==> src/rtl/mem_stage.sv <==
// Memory/writeback stage: one bus access per load/store, single-cycle writeback to the regfile.
// Optional MEM_STAGE_MISALIGN_TRAP_EN: trap misaligned half/word accesses instead of issuing them.
module mem_stage #(
  parameter int unsigned TIMEOUT = 255
) (
  input  logic        clk,
  input  logic        rst_n,
  input  logic        in_valid,
  output logic        in_ready,
  input  logic        in_load,
  input  logic        in_store,
  input  logic [1:0]  in_size,
  input  logic        in_signed,
  input  logic [31:0] in_addr,
  input  logic [31:0] in_store_data,
  input  logic [3:0]  in_dest,
  output logic        bus_req,
  output logic        bus_we,
  output logic [31:0] bus_addr,
  output logic [3:0]  bus_be,
  output logic [31:0] bus_wdata,
  input  logic        bus_ack,
  input  logic [31:0] bus_rdata,
  output logic [3:0]  write_addr,
  output logic [31:0] write_data,
  output logic        busy,
  output logic        fault
);
  typedef enum logic [0:0] {StIdle, StAccess} state_e;
  state_e state_q, state_d;

  logic        accept, is_mem, misalign, start, done, timeout_hit;
  logic [31:0] cnt_q, cnt_d;
  logic        ld_q, sgn_q;
  logic [1:0]  size_q, lane_q;
  logic [3:0]  dest_q;
  logic [3:0]  be_d, write_addr_d;
  logic [31:0] wdata_d, write_data_d, load_val;
  logic [7:0]  rd_byte;
  logic [15:0] rd_half;
  logic        fault_d;

  assign accept = in_valid & in_ready;
  assign is_mem = in_load | in_store;

`ifdef MEM_STAGE_MISALIGN_TRAP_EN
  assign misalign = is_mem & (((in_size == 2'd1) & in_addr[0]) |
                              (in_size[1] & (in_addr[1:0] != 2'b00)));
`else
  assign misalign = 1'b0;
`endif

  assign start       = accept & is_mem & ~misalign;
  assign done        = (state_q == StAccess) & bus_ack;
  // An ack in the final counted cycle takes priority over the timeout.
  assign timeout_hit = (TIMEOUT != 0) && (state_q == StAccess) && !bus_ack &&
                       (cnt_q == 32'(TIMEOUT - 1));

  always_ff @(posedge clk or negedge rst_n) begin
    if (!rst_n) begin
      state_q <= StIdle;
      cnt_q   <= '0;
    end else begin
      state_q <= state_d;
      cnt_q   <= cnt_d;
    end
  end

  always_comb begin
    state_d = state_q;
    cnt_d   = '0;
    unique case (state_q)
      StIdle:   if (start) state_d = StAccess;
      StAccess: begin
        cnt_d = bus_ack ? '0 : cnt_q + 32'd1;
        if (bus_ack || timeout_hit) state_d = StIdle;
      end
      default:  state_d = StIdle;
    endcase
  end

  always_comb begin
    in_ready = (state_q == StIdle);
    busy     = (state_q != StIdle);
    bus_req  = (state_q == StAccess);
  end

  always_comb begin
    case (in_size)
      2'd0: begin
        be_d    = 4'b0001 << in_addr[1:0];
        wdata_d = {4{in_store_data[7:0]}};
      end
      2'd1: begin
        be_d    = 4'b0011 << {in_addr[1], 1'b0};
        wdata_d = {2{in_store_data[15:0]}};
      end
      default: begin
        be_d    = 4'b1111;
        wdata_d = in_store_data;
      end
    endcase
  end

  assign rd_byte = bus_rdata[{lane_q, 3'b000} +: 8];
  assign rd_half = bus_rdata[{lane_q[1], 4'b0000} +: 16];

  always_comb begin
    case (size_q)
      2'd0:    load_val = {{24{sgn_q & rd_byte[7]}}, rd_byte};
      2'd1:    load_val = {{16{sgn_q & rd_half[15]}}, rd_half};
      default: load_val = bus_rdata;
    endcase
  end

  always_comb begin
    write_addr_d = '0;
    write_data_d = '0;
    fault_d      = 1'b0;
    if (accept && !is_mem) begin
      write_addr_d = in_dest;
      write_data_d = (in_dest != 4'd0) ? in_addr : '0;
    end
    if (accept && misalign) fault_d = 1'b1;
    if (done && ld_q) begin
      write_addr_d = dest_q;
      write_data_d = (dest_q != 4'd0) ? load_val : '0;
    end
    if (timeout_hit) fault_d = 1'b1;
  end

  always_ff @(posedge clk or negedge rst_n) begin
    if (!rst_n) begin
      bus_we     <= 1'b0;
      bus_addr   <= '0;
      bus_be     <= '0;
      bus_wdata  <= '0;
      ld_q       <= 1'b0;
      sgn_q      <= 1'b0;
      size_q     <= '0;
      lane_q     <= '0;
      dest_q     <= '0;
      write_addr <= '0;
      write_data <= '0;
      fault      <= 1'b0;
    end else begin
      if (start) begin
        bus_we    <= in_store & ~in_load;
        bus_addr  <= {in_addr[31:2], 2'b00};
        bus_be    <= be_d;
        bus_wdata <= wdata_d;
        ld_q      <= in_load;
        sgn_q     <= in_signed;
        size_q    <= in_size;
        lane_q    <= in_addr[1:0];
        dest_q    <= in_dest;
      end
      write_addr <= write_addr_d;
      write_data <= write_data_d;
      fault      <= fault_d;
    end
  end
endmodule

==> config.mk <==
export PLATFORM = sky130hd
export DESIGN_NAME = mem_stage
export DESIGN_NICKNAME = d
export VERILOG_FILES = /design/src/rtl/mem_stage.sv
export SDC_FILE = /design/constraint.sdc
export NUM_CORES = 1
export LEC_CHECK = 0
export BUFFER_PORTS_ARGS = -buffer_cell sky130_fd_sc_hd__buf_4
export CAP_MARGIN = 10
export CELL_PAD_IN_SITES_DETAIL_PLACEMENT = 1
export CELL_PAD_IN_SITES_GLOBAL_PLACEMENT = 2
export CORE_ASPECT_RATIO = 1.75
export CORE_UTILIZATION = 34
export CTS_CLUSTER_SIZE = 8
export DETAILED_ROUTE_END_ITERATION = 7
export PLACE_DENSITY_LB_ADDON = 0.1
export SLEW_MARGIN = 5
export SYNTH_ARGS = -nofsm -noshare
export SYNTH_HDL_FRONTEND = slang
export SYNTH_SLANG_ARGS = --single-unit
==> constraint.sdc <==
create_clock -name clk -period 5.73 [get_ports clk]
set_clock_uncertainty 0.2 [all_clocks]
set_input_delay 0.8595 -clock clk [delete_from_list [all_inputs] [get_ports clk]]
set_output_delay 0.8595 -clock clk [all_outputs]
set_load 0.01 [all_outputs]
# == Word level (Yosys, flattened, before mapping) ==
# Cells that the tools add are included.
# word_totals
reg_bits,147
elab_cells,57
# op_classes
add_sub_neg,1
eq_ne,3
shift,4
mux,15
bitwise,9
reduce_logical,11
# op_table
op,n
two-way mux 32 bit,6
one-hot mux 32 bit (2 select lines),2
adder 32 x 1 -> 32 bit (second input constant),1
equality test 32 x 8 -> 1 bit (second input constant),1
variable part select 32 x 6 -> 16 bit,1
variable part select 32 x 6 -> 8 bit,1
two-way mux 4 bit,2
one-hot mux 4 bit (2 select lines),1
nonzero test 4 bit,2
bitwise AND 1 bit,6
equality test 2 x 1 -> 1 bit (second input constant),2
logical AND 1 bit,4
zero test 2 bit,2
<< shifter 1 x 2 -> 4 bit (first input constant),1
<< shifter 2 x 2 -> 4 bit (first input constant),1
two-way mux 1 bit,3
zero test 1 bit,2
inverter 1 bit,2
one-hot mux 1 bit (2 select lines),1
logical OR 1 bit,1
OR 1 bit,1

# == Logic depth before layout (Yosys ltp) ==
# logic_depth
word_depth,6
ltp_mapped,6
mapped_depth_nobuf,6

# == Least setup slack after synthesis ==
# Ideal clock, no wire load.
# synth_path
path_type,input to register
start,in in_valid
end,reg bus_addr[23]
setup_ns,0.125
arrival_ns,2.123
required_time_ns,5.405
path_slack_ns,3.282
cell_stages,5
n_path_buf,2
cell_sequence,nor2b_1 o21ai_1 clkbuf_1 buf_2 mux2_2
# synth_between
elab_chain_len,2
# synth_lines
item,line,rtl
from (decl),8,"input logic in_valid,"
bitwise AND 1 bit,43,assign accept = in_valid & in_ready;
bitwise AND 1 bit,53,assign start = accept & is_mem & ~misalign;
to (signal assigned),149,"bus_addr <= {in_addr[31:2], 2'b00};"
to (decl),19,"output logic [31:0] bus_addr,"
# No other way between the ends.
# A chain may end at the register's enable or synchronous reset.

# == Worst setup path in the final report ==
# layout_path
start,reg size_q[1]
end,reg write_data[29]
# layout_between
elab_chain_len,4
# layout_lines
item,line,rtl
from (decl),35,"logic [1:0] size_q, lane_q;"
from (signal assigned),154,size_q <= in_size;
equality test 2 x 1 -> 1 bit / zero test 2 bit (equally long branches),109,case (size_q)
one-hot mux 32 bit (2 select lines) *,109,
two-way mux 32 bit *,127,write_data_d = (dest_q != 4'd0) ? load_val : '0;
two-way mux 32 bit *,125,if (done && ld_q) begin
net write_data_d[29],38,"logic [31:0] wdata_d, write_data_d, load_val;"
to (signal assigned),159,write_data <= write_data_d;
to (decl),25,"output logic [31:0] write_data,"
# The timed path passes the listed nets; every way through them passes the cells marked *.

==> metrics.csv <==
metric;value;unit
initial cell density of the core;0.347;
RSZ-0062 raised after global routing;false;
Final Power;3.25;mW
Final Hold Fails;0;
layout cell share with drive strength beyond 1;0.381;
worst slew pin tran;1070;ps
sequential area share after synthesis;0.537;
Post-Syn Area;0.00685;mm²
setup bufs post-CTS;0;
max-cap viol count;0;
wirelength, routed;23.0;mm
DRC;0;
grt ovf;0;
worst hold path type;register to register;
Tot GR Track Use;0.231;
Antenna Nets Post-Route;0;
die width;109;µm
largest net degree at the start of global routing;92;
crit path max fanout;25;
critical path type;register to register;
core footprint;0.0197;mm²
htree depth;4;
slowest CP cell;a2111oi_4;
Slew Limit Fails;0;
Site Rows;68;
Sw Ratio;0.287;
slowest stage delay, CP;820;ps
crit path capture type;register;
placer congestion estimate;0.773;
cells on worst reg2reg path;4;
hold_buf cts;0;
Die H;190;µm
Initial DRC Count;193;
Async SR Flop Fraction;1.00;
Worst EP required;5900;ps
library cells used by synthesis;54;
sw power;0.933;mW
crit path time final;2780;ps
ANT cells;0;
FMAX;0.359;GHz
Syn. warnings;0;
post_cts resized;0;
clk buf depth;2;
Avg WL per Cell;21.4;µm
I/O pin count;218;
vias in the first global route;6376;
crit path buf inv count;0;
cells after synthesis;614;
Hold Path Depth;2;
nets;925;
Int Pwr;2.32;mW
Area Growth Syn to Fin;35.4;%
dpl hpwl;17.4;mm
CP top delay family;compound AO/OA/AOI/OAI gates;
Cell Chain, Critical Path;or3_1 -> or2_4 -> a2111oi_4 -> a221o_1;
P_leak;4.35;nW
outcome;finished clean;
Comb pwr share;0.225;
critical path depth;4;
pwr dens;350;mW/mm²
Seq pwr share;0.404;
CP startpoint kind;register;
top_reg_cell synth;dfrtp_1;
first-pass GRT wire length;35.4;mm
die area;0.0207;mm²
Yosys reg bits;147;
CTS sink count;147;
Peak VDD IR;0.189;mV
fin crit share;0.485;
CTS Buf Count;17;
initial antenna violation count;0;
Slew headroom;0.285;
total vias in the final route;5743;
Clk Latency, worst-skew pair;440;ps
WP data arrival;2950;ps
Filler cells;2211;
synthesized area per cell;11.2;µm²
Setup TNS;0;ps
Setup Viol. Count Final;0;
Vias/cell;5.36;
clock-pin slew on the worst setup and hold paths;60;ps
Pre-Repair DR Iteration Count;4;
CTS tree;yes;
IO buf count;215;
Clk pwr share;0.371;
Post-synth EDFFs;0;
Root Driver;clkbuf_16;
[through the flow]
step	setup WS [ps]	hold slack (ps)	area [µm²]	utilization	std cells
final	2950	285	9280	0.470	1072
after global routing	2810	315	9280	0.470	1072
after CTS	2930	294	9280	0.470	1072
after detailed placement	2740	271	8650	0.438	1040
after global placement	2810	268	8650	0.438	1040
after floorplan	3280	259	6860	-	615
[synthesized netlist by cell type (4+ instances only)]
| library cell | instances | area share |
|---|---|---|
| a21oi_1 | 37 | 0.027 |
| a221o_1 | 16 | 0.023 |
| a222oi_1 | 7 | 0.010 |
| a22o_1 | 13 | 0.017 |
| and3_1 | 6 | 0.0055 |
| and4_1 | 7 | 0.0089 |
| buf_2 | 8 | 0.0058 |
| clkbuf_1 | 28 | 0.015 |
| dfrtp_1 | 147 | 0.54 |
| inv_1 | 18 | 0.0099 |
| mux2_2 | 54 | 0.089 |
| mux2i_1 | 30 | 0.044 |
| nand2_1 | 54 | 0.030 |
| nand2b_1 | 6 | 0.0055 |
| nand3_1 | 10 | 0.0073 |
| nand4_1 | 10 | 0.0091 |
| nor2_1 | 30 | 0.016 |
| nor2b_1 | 4 | 0.0037 |
| nor4_1 | 13 | 0.012 |
| o21ai_0 | 42 | 0.031 |
| o2bb2ai_1 | 7 | 0.0089 |
| o31ai_1 | 6 | 0.0066 |
| or4_1 | 8 | 0.0088 |
| xnor2_1 | 6 | 0.0077 |
[routing by layer]
metal / share of wire / GRT usage / up-vias / routed length [µm]
li1: - / - / 2645 / -
met1: 0.36 / 0.240 / 2887 / 8310
met2: 0.54 / 0.408 / 161 / 12400
met3: 0.059 / 0.0819 / 50 / 1350
met4: 0.038 / 0.106 / 0 / 885
met5: 0 / 0 / - / 0
[registers in the layout, indices dropped and copies added (netlist names), 2 cells and up]
name        flops
bus_wdata      32
cnt_q          32
write_data     32
bus_addr       30
bus_be          4
dest_q          4
write_addr      4
lane_q          2
size_q          2
[final cells by class]
cell class	count	area, µm²	share of cell area
clock inverters	13	180	0.0194
well taps	245	307	0.0330
inverters	18	67.6	0.00728
flip-flops and latches	147	3680	0.396
clock buffers	19	453	0.0488
repair buffers	221	1660	0.179
multi-input cells	409	2930	0.316
[kinds of logic (layout without fill, tap and decap cells)]
logic type,count (synthesis),after routing,share of synthesized area
multiplexers,84,84,0.133
adder cells (fa/ha/maj),2,2,0.00365
flip-flops,147,147,0.537
AO/OA/AOI/OAI,149,149,0.154
AND/OR/NAND/NOR,163,163,0.123
buffers and inverters,59,271,0.0376
other,1,2,0.000547
XOR/XNOR,9,9,0.0115
[cells in the final DEF (no fill, tap or decap), types with 7 or more instances in the layout]
cell type and count:
a21oi_1 37, o21ai_0 42, nor2_1 30, clkbuf_16 17, buf_4 220, dfrtp_1 147
inv_1 18, and4_1 7, o2bb2ai_1 7, a22o_1 13, a222oi_1 7, nand3_1 10
mux2i_1 30, a221o_1 16, or4_1 8, nand4_1 10, nand2_1 54, nor4_1 13
mux2_2 54
[power by group through the flow]
stage / logic, mW / registers, mW / clock network (mW)
after floorplan: 0.292 / 1.35 / 0
after global placement: 0.723 / 1.32 / 0
after detailed placement: 0.745 / 1.33 / 0
after CTS: 0.746 / 1.31 / 1.24
after global routing: 0.794 / 1.33 / 1.28
final: 0.730 / 1.31 / 1.21
[tightest hold or removal path, cell delays in order (launching register included)]
cell,delay [ps]
dfrtp_1,340
nand2_1,50
o21ai_0,60
[worst paths after layout]
kind,slack (ps),from,end
setup / recovery,2950,size_q[1]$_DFFE_PN0P_,write_data[29]$_DFF_PN0_
hold / removal,290,bus_wdata[10]$_DFFE_PN0P_,bus_wdata[10]$_DFFE_PN0P_
setup reg to reg,2950,size_q[1]$_DFFE_PN0P_,write_data[29]$_DFF_PN0_
hold reg to reg,290,bus_wdata[10]$_DFFE_PN0P_,bus_wdata[10]$_DFFE_PN0P_
max in group asynchronous,3720,rst_n,write_data[12]$_DFF_PN0_
min in group asynchronous,320,rst_n,ld_q$_DFFE_PN0P_
(Power assumes the default switching activity.)
